<file path="src/rtl/micro_sequencer.sv">
// micro_sequencer
// Microprogram sequencer and control store for the multicycle MIPS datapath.
// The registered micro-PC (upc) indexes a 10-entry microcode ROM. The ROM
// drives the datapath controls combinationally and also carries an
// address-control field that picks the next upc: fetch, sequential,
// dispatch table 1 or dispatch table 2. The memory states 0, 3 and 5 hold
// while mem_ready is low.
//
// Ports:
//   clk            rising-edge clock
//   rst            asynchronous active-high reset (upc=0, illegal_op=0)
//   dispatch1      target from dispatch table 1 (used in state 1)
//   dispatch2      target from dispatch table 2 (used in state 2)
//   mem_ready      memory access completes this cycle
//   upc            current micro-PC (registered)
//   illegal_op     one-cycle registered pulse after an out-of-range dispatch
//   pc_write .. alu_src_b   datapath controls decoded from upc
module micro_sequencer #(
    parameter int UPC_W      = 4,
    parameter int NUM_STATES = 10
) (
    input  logic             clk,
    input  logic             rst,
    input  logic [UPC_W-1:0] dispatch1,
    input  logic [UPC_W-1:0] dispatch2,
    input  logic             mem_ready,
    output logic [UPC_W-1:0] upc,
    output logic             illegal_op,
    output logic             pc_write,
    output logic             pc_write_cond,
    output logic             iord,
    output logic             mem_read,
    output logic             mem_write,
    output logic             ir_write,
    output logic             mem_to_reg,
    output logic             alu_src_a,
    output logic             reg_write,
    output logic             reg_dst,
    output logic [1:0]       pc_source,
    output logic [1:0]       alu_op,
    output logic [1:0]       alu_src_b
);

    localparam logic [1:0] AC_FETCH = 2'd0;
    localparam logic [1:0] AC_DISP1 = 2'd1;
    localparam logic [1:0] AC_DISP2 = 2'd2;
    localparam logic [1:0] AC_SEQ   = 2'd3;

    localparam logic [UPC_W-1:0] LAST_STATE = UPC_W'(NUM_STATES - 1);

    typedef struct packed {
        logic       pc_write;
        logic       pc_write_cond;
        logic       iord;
        logic       mem_read;
        logic       mem_write;
        logic       ir_write;
        logic       mem_to_reg;
        logic       alu_src_a;
        logic       reg_write;
        logic       reg_dst;
        logic [1:0] pc_source;
        logic [1:0] alu_op;
        logic [1:0] alu_src_b;
        logic [1:0] ac;
        logic       mem_wait;   // state waits for mem_ready before advancing
    } uinstr_t;

    // Microcode store. Out-of-range addresses decode to all-zero controls
    // with AC=fetch so a corrupted upc recovers on the next edge.
    function automatic uinstr_t rom(input logic [UPC_W-1:0] addr);
        uinstr_t u;
        u    = '0;
        u.ac = AC_FETCH;
        case (int'(addr))
            0: begin
                u.mem_read  = 1'b1;
                u.ir_write  = 1'b1;
                u.pc_write  = 1'b1;
                u.alu_src_b = 2'b01;
                u.ac        = AC_SEQ;
                u.mem_wait  = 1'b1;
            end
            1: begin
                u.alu_src_b = 2'b11;
                u.ac        = AC_DISP1;
            end
            2: begin
                u.alu_src_a = 1'b1;
                u.alu_src_b = 2'b10;
                u.ac        = AC_DISP2;
            end
            3: begin
                u.mem_read = 1'b1;
                u.iord     = 1'b1;
                u.ac       = AC_SEQ;
                u.mem_wait = 1'b1;
            end
            4: begin
                u.reg_write  = 1'b1;
                u.mem_to_reg = 1'b1;
            end
            5: begin
                u.mem_write = 1'b1;
                u.iord      = 1'b1;
                u.mem_wait  = 1'b1;
            end
            6: begin
                u.alu_src_a = 1'b1;
                u.alu_op    = 2'b10;
                u.ac        = AC_SEQ;
            end
            7: begin
                u.reg_write = 1'b1;
                u.reg_dst   = 1'b1;
            end
            8: begin
                u.alu_src_a     = 1'b1;
                u.alu_op        = 2'b01;
                u.pc_write_cond = 1'b1;
                u.pc_source     = 2'b01;
            end
            9: begin
                u.pc_write  = 1'b1;
                u.pc_source = 2'b10;
            end
            default: ;
        endcase
        return u;
    endfunction

    logic [UPC_W-1:0] upc_q, upc_d;
    logic             illegal_q, illegal_d;
    uinstr_t          ui;
    logic             stall;

    assign ui    = rom(upc_q);
    assign stall = ui.mem_wait & ~mem_ready;

    always_comb begin
        upc_d     = upc_q;
        illegal_d = 1'b0;
        if (!stall) begin
            case (ui.ac)
                AC_FETCH: upc_d = '0;
                AC_SEQ:   upc_d = upc_q + UPC_W'(1);
                AC_DISP1: begin
                    // A zero target would re-fetch without executing, so it
                    // is flagged the same as an out-of-range one.
                    if (dispatch1 == '0 || dispatch1 > LAST_STATE) begin
                        upc_d     = '0;
                        illegal_d = 1'b1;
                    end else begin
                        upc_d = dispatch1;
                    end
                end
                default: begin
                    // Zero is the legitimate "no memory op" target here.
                    if (dispatch2 > LAST_STATE) begin
                        upc_d     = '0;
                        illegal_d = 1'b1;
                    end else begin
                        upc_d = dispatch2;
                    end
                end
            endcase
        end
    end

    always_ff @(posedge clk or posedge rst) begin
        if (rst) begin
            upc_q     <= '0;
            illegal_q <= 1'b0;
        end else begin
            upc_q     <= upc_d;
            illegal_q <= illegal_d;
        end
    end

    assign upc        = upc_q;
    assign illegal_op = illegal_q;

    // PC and IR commit only on the cycle the fetch completes.
    assign pc_write      = ui.pc_write & (~ui.mem_wait | mem_ready);
    assign ir_write      = ui.ir_write & mem_ready;
    assign pc_write_cond = ui.pc_write_cond;
    assign iord          = ui.iord;
    assign mem_read      = ui.mem_read;
    assign mem_write     = ui.mem_write;
    assign mem_to_reg    = ui.mem_to_reg;
    assign alu_src_a     = ui.alu_src_a;
    assign reg_write     = ui.reg_write;
    assign reg_dst       = ui.reg_dst;
    assign pc_source     = ui.pc_source;
    assign alu_op        = ui.alu_op;
    assign alu_src_b     = ui.alu_src_b;

endmodule

</file>
<file path="config.mk">
export PLATFORM = sky130hd
export DESIGN_NAME = micro_sequencer
export DESIGN_NICKNAME = d
export VERILOG_FILES = /design/src/rtl/micro_sequencer.sv
export SDC_FILE = /design/constraint.sdc
export NUM_CORES = 1
export LEC_CHECK = 0
export ABC_AREA = 1
export BUFFER_PORTS_ARGS = -buffer_cell sky130_fd_sc_hd__buf_2
export CELL_PAD_IN_SITES_DETAIL_PLACEMENT = 1
export CELL_PAD_IN_SITES_GLOBAL_PLACEMENT = 2
export CORE_UTILIZATION = 23
export CTS_BUF_LIST = sky130_fd_sc_hd__clkbuf_4
export DETAILED_ROUTE_END_ITERATION = 10
export PLACE_DENSITY = 0.8
export SLEW_MARGIN = 0
export SYNTH_ARGS = -nofsm -noshare
export SYNTH_HDL_FRONTEND = slang
export SYNTH_SLANG_ARGS = --single-unit
</file>
<file path="constraint.sdc">
create_clock -name clk -period 1.9 [get_ports clk]
set_input_delay 0.095 -clock clk [delete_from_list [all_inputs] [get_ports clk]]
set_output_delay 0.095 -clock clk [all_outputs]
set_load 0.03 [all_outputs]
</file>
==> results of run 1 <==
[stage by stage]
| step | std cells | area, um2 | setup slack (ns) |
|---|---|---|---|
| global route | 177 | 925 | 0.00866 |
| detailed placement | 170 | 862 | 0.185 |
| global placement | 170 | 862 | 0.241 |
| finish | 177 | 925 | 0.0999 |
| floorplan | 109 | 682 | 0.0914 |
| CTS | 175 | 906 | 0.0142 |
[path summary, 6_finish.rpt]
path                            from  slack, ns   endpoint  depth (start not counted)
max reg2reg                   upc[0]       0.29     upc[1]                          7
min in group asynchronous        rst       0.29     upc[2]                          3
min                        mem_ready       0.16     upc[1]                          4
max in group asynchronous        rst       1.40     upc[1]                          3
min reg2reg                   upc[0]       0.59     upc[0]                          2
max                           upc[0]        0.1  alu_src_a                          6
[cell families (layout without fill, tap and decap cells)]
logic type,count (synthesis),in the layout
XOR/XNOR,1,1
buffers and inverters,23,60
AND/OR/NAND/NOR,67,67
AO/OA/AOI/OAI,9,9
flip-flops,5,5
adder cells (fa/ha/maj),4,4
[cell usage after synthesis (3+ instances only)]
library cell	count	area share, %
nand2_1	20	11
a21oi_1	3	2.2
ha_1	4	7.4
inv_1	19	11
nand3_1	16	12
nor2_1	17	9.4
dfrtp_1	5	18
[power by group through the flow]
stage                     Sequential [mW]  Combinational (mW)  Clock [mW]
final                               0.185                1.24       0.146
after global routing                0.192                1.34       0.157
after CTS                           0.190                1.22       0.152
after detailed placement            0.188                1.20           0
after global placement              0.182                1.19           0
after floorplan                     0.247               0.848           0
[flip-flops by register name (all words and copies together) (netlist names)]
signal and cells:
upc 4, illegal_op 1
[routing by layer]
metal | wire [um] | vias to the layer above
met3 | 79 | 2
li1 | - | 418
met2 | 1160 | 23
met5 | 0 | -
met1 | 864 | 384
met4 | 9 | 0
[area by class of cell]
type                    count  area, um2
repair buffers             35        188
flip-flops and latches      5        128
clock buffers               4       30.0
fillers                   396       1860
multi-input cells          81        462
inverters                  21       78.8
well taps                  31       38.8
[worst reg2reg max path, delay by kind of cell, from the launching register on]
kind	cells	cell delay (ns)
flip-flops	1	0.43
AND/OR/NAND/NOR	5	0.54
AO/OA/AOI/OAI	1	0.24
adder cells (fa/ha/maj)	1	0.28
[timing repair]
action / in CTS / in global routing
hold buffers: 1 / 0
endpoints found under the setup margin: 1 / 2
hold endpoints to repair: 5 / 0
gates resized for setup: 2 / 2
buffers inserted: 0 / 2
pin swaps: 0 / 0
==> impl_metrics.yaml, run 1 <==
status:
  status: "finished clean"
worst_setup_path:
  cp-end-kind: "output pin"
  path_max_fanout: 6
  cpPeakStageDelay_ns: 0.40
  slowest_stage: "dfrtp_2"
  cp_cell_sequence: "inv_1, ha_1, nand3_4, nand2_2, or2_2, buf_2"
  crit_type: "reg2out"
  critPathBufInv: 2
  crit_path_start_kind: "flip-flop"
  cp.arrival_ns: 1.71
  crit_family: "simple AND/OR/NAND/NOR gates"
  cp.required_ns: 1.80
grt:
  grtUsageMet1_pct: 15.3
  grt_pass1_vias: 813
  antenna_found_initial: 0
  grt_pass1_wl_mm: 3.57
  grt_overflow: 0
  use_met2_pct: 28.6
  use_met3_pct: 1.61
  track_usage_pct: 14.4
  grt_max_degree: 12
  busiest_layer: "met2"
floorplan:
  fp.dieH_um: 56.3
  die_w_um: 56.3
  die-area_mm2: 0.00316
  start_util_pct: 24.3
  core-area_mm2: 0.00278
  ios: 32
  row_count: 19
logic_synthesis:
  synth_nets: 124
  synth_adder_area_share_pct: 7.39
  synth_mux_area_share_pct: 0
  synth_top_family_by_area: "simple AND/OR/NAND/NOR gates"
  synth_compound_area_share_pct: 8.50
  ys_warn_count: 0
  synth_area_per_cell_um2: 6.21
  async_flop_share_pct: 100
  synth_enable_flop_cells: 0
  synth_cell_types: 26
  syn_area_um2: 677
  synthFlopType: "dfrtp_1"
  synth-seq-area-share_pct: 18.5
  synth_xor_area_share_pct: 1.29
  yosys_register_bits: 5
  synthSimpleGateAreaFrac_pct: 49.5
  netlist_instances: 109
clocking:
  clk_root_buffer_cell: "clkbuf_4"
  htree_levels: 1
  clk_latency_ns: 0.25
  numCtsBuffers: 3
  cts_sinks: 5
  clk_path_buf_depth: 2
  clk_pin_slew_ns: 0.04
  cts_tree: "yes"
layout:
  mostFrequentLayoutCell: "buf_2"
  synthToLayoutAreaGrowth_pct: 36.6
  layout-drive-gt1-share_pct: 38.4
  finalCoreUtilization_pct: 33.2
  antenna_cells: 0
  final_cell_mix: "buf_2 (31), inv_1 (19), nand2_1 (18), nor2_1 (17), nand3_1 (16)"
  final_nets: 162
pwr:
  switchingPower_mw: 0.969
  power.total_mw: 1.57
  sequentialPowerShare_pct: 11.8
  power_frac_comb_pct: 78.9
  intPower_mw: 0.599
  p_leak_nw: 0.586
  p_per_area_mw_per_mm2: 1700
  p_clk_share_pct: 9.3
  irDropWorstVdd_v: 0.000707
  swShare_pct: 61.8
route:
  drcViolationCount: 0
  via_per_inst: 4.67
  wl_mm: 2.11
  vias: 827
  dr.pass1.iters: 4
  drt_iter0_drc: 11
  ant_nets: 0
  wl_per_cell_um: 11.9
sta:
  holdWs_ns: 0.162
  fin_setup_tns_ns: 0
  fmax_mhz: 556
  finalHoldViolCount: 0
  fin_crit_sh_pct: 94.7
  slew_violations: 0
  rsz0062_at_grt: "no"
  setup-violations-final: 0
  slew_headroom_pct: 80.8
  worst_slew_pin_slew_ns: 0.289
  fin_skew_ns: 0.00607
  final.min_clock_period_ns: 1.80
job:
  drv_cap: 0
place:
  gp_congestion: 0.778
  portBuffers: 31
  place_hpwl_mm: 1.73
worst_hold_path:
  hold_class: "in2reg"
No activity file was read; power rests on OpenSTA's default activity.
==> inputs of run 2 (changes only) <==
Settings changed: PLACE_DENSITY 0.8 to 0.91.
==> run 2 against run 1 <==
Final cell count shrank 1.1%. Die area is the same. Non-clock buffer count shrank 2. Register-to-register slack lost 0.05 ns. Power shrank 3.0%. Clock power shrank 9.6%. Via count shrank 2.7%. Largest cell class unchanged. Largest power group unchanged.
==> impl_metrics.yaml, run 2 (synthesized netlist as in run 1, its figures left out) <==
grt:
  grt_max_degree: 12
  grt_pass1_vias: 801
  antenna_found_initial: 0
  track_usage_pct: 13.3
  grt_overflow: 0
  grt_pass1_wl_mm: 3.48
sta:
  finalHoldViolCount: 0
  fin_crit_sh_pct: 93.2
  slew_violations: 0
  fin_skew_ns: 0.00177
  setup-violations-final: 0
  worst_slack_ns: 0.128
  worst_slew_pin_slew_ns: 0.297
  holdWs_ns: 0.148
  fmax_mhz: 564
  fin_setup_tns_ns: 0
  slew_headroom_pct: 80.2
  rsz0062_at_grt: "no"
  final.min_clock_period_ns: 1.77
worst_setup_path:
  path_max_fanout: 7
  slowest_stage: "dfrtp_2"
  cp-end-kind: "output pin"
  rr_worst_depth: 7
  cp.arrival_ns: 1.68
  critPathBufInv: 1
  cp_cell_sequence: "ha_1, o21ai_2, a21oi_2, a21oi_1, buf_2"
  crit_path_start_kind: "flip-flop"
  cp.required_ns: 1.80
  crit_type: "reg2out"
  cpPeakStageDelay_ns: 0.44
  cp_num_cells: 5
  crit_family: "compound AO/OA/AOI/OAI gates"
pwr:
  irDropWorstVdd_v: 0.000662
  p_per_area_mw_per_mm2: 1670
  p_leak_nw: 0.574
route:
  wl_met1_um: 841
  drcViolationCount: 0
  via_per_inst: 4.60
  ant_nets: 0
  top_layer: "met3"
  wl_met3_um: 78
  dr.pass1.iters: 4
  met2_length_mm: 1.07
  vias: 805
  drt_iter0_drc: 13
  wl_per_cell_um: 11.4
  wl_mm: 1.99
place:
  portBuffers: 31
  gp_congestion: 0.824
  post-place-ws_ns: 0.194
  place_hpwl_mm: 1.73
layout:
  largest_register_ffs: 4
  final_nets: 160
  mostFrequentLayoutCell: "buf_2"
  final_cell_mix: "buf_2 (31), inv_1 (19), nand2_1 (18), nor2_1 (17), nand3_1 (16)"
  layout-drive-gt1-share_pct: 38.2
  synthToLayoutAreaGrowth_pct: 34.8
  antenna_cells: 0
status:
  status: "finished clean"
floorplan:
  start_util_pct: 24.3
  core-area_mm2: 0.00278
  die_w_um: 56.3
  row_count: 19
  die-area_mm2: 0.00316
  ios: 32
  fp.dieH_um: 56.3
worst_hold_path:
  min_path_cells: 4
  hold_class: "in2reg"
job:
  drv_cap: 0
clocking:
  numCtsBuffers: 3
  clk_path_buf_depth: 2
  clk_root_buffer_cell: "clkbuf_4"
  htree_levels: 1
  cts_tree: "yes"
  clk_pin_slew_ns: 0.04
  clk_latency_ns: 0.23
  cts_sinks: 5
[run 2: repair_timing]
action,CTS,global route
hold endpoints to repair,5,0
resized for setup,1,4
setup buffers,0,0
endpoints found under the setup margin,1,2
hold buffers,1,0
[run 2: layer usage]
| metal | vias to the layer above | global-route usage (%) |
|---|---|---|
| met3 | 0 | 0.230 |
| met1 | 373 | 16.8 |
| met5 | - | 0 |
| li1 | 412 | - |
| met2 | 20 | 25.2 |
| met4 | 0 | 3.14 |
[run 2: per-stage QoR]
stage	std cells	utilization [%]	area (um2)	power, mW
floorplan	109	-	682	1.09
global placement	170	31.0	862	1.36
detailed placement	170	31.0	862	1.38
CTS	175	32.5	903	1.53
global route	175	32.8	912	1.65
finish	175	32.8	912	1.52
[run 2: where the power goes]
group | switching [mW] | total (mW) | internal, mW
sequential | 0.0392 | 0.186 | 0.147
combinational | 0.868 | 1.20 | 0.336
clock | 0.0387 | 0.132 | 0.0933
[run 2: cell type report]
type	instances	area (um2)
fill	381	1870
multi-input combinational	81	464
timing repair buffer	33	173
sequential	5	128
inverter	21	78.8
tap	31	38.8
clock buffer	4	30.0
[run 2: worst paths after layout]
| check | start | to | slack, ns |
|---|---|---|---|
| setup reg to reg | upc[0] | upc[1] | 0.24 |
| setup / recovery | upc[0] | pc_write | 0.13 |
| max in group asynchronous | rst | upc[0] | 1.41 |
| hold reg to reg | upc[1] | upc[1] | 0.57 |
| min in group asynchronous | rst | upc[2] | 0.31 |
| hold / removal | mem_ready | upc[1] | 0.15 |
[run 2: worst min-delay path, stage by stage]
cell	delay [ns]
buf_2	0.10
a21oi_2	0.05
nand2_1	0.06
nand2_1	0.04
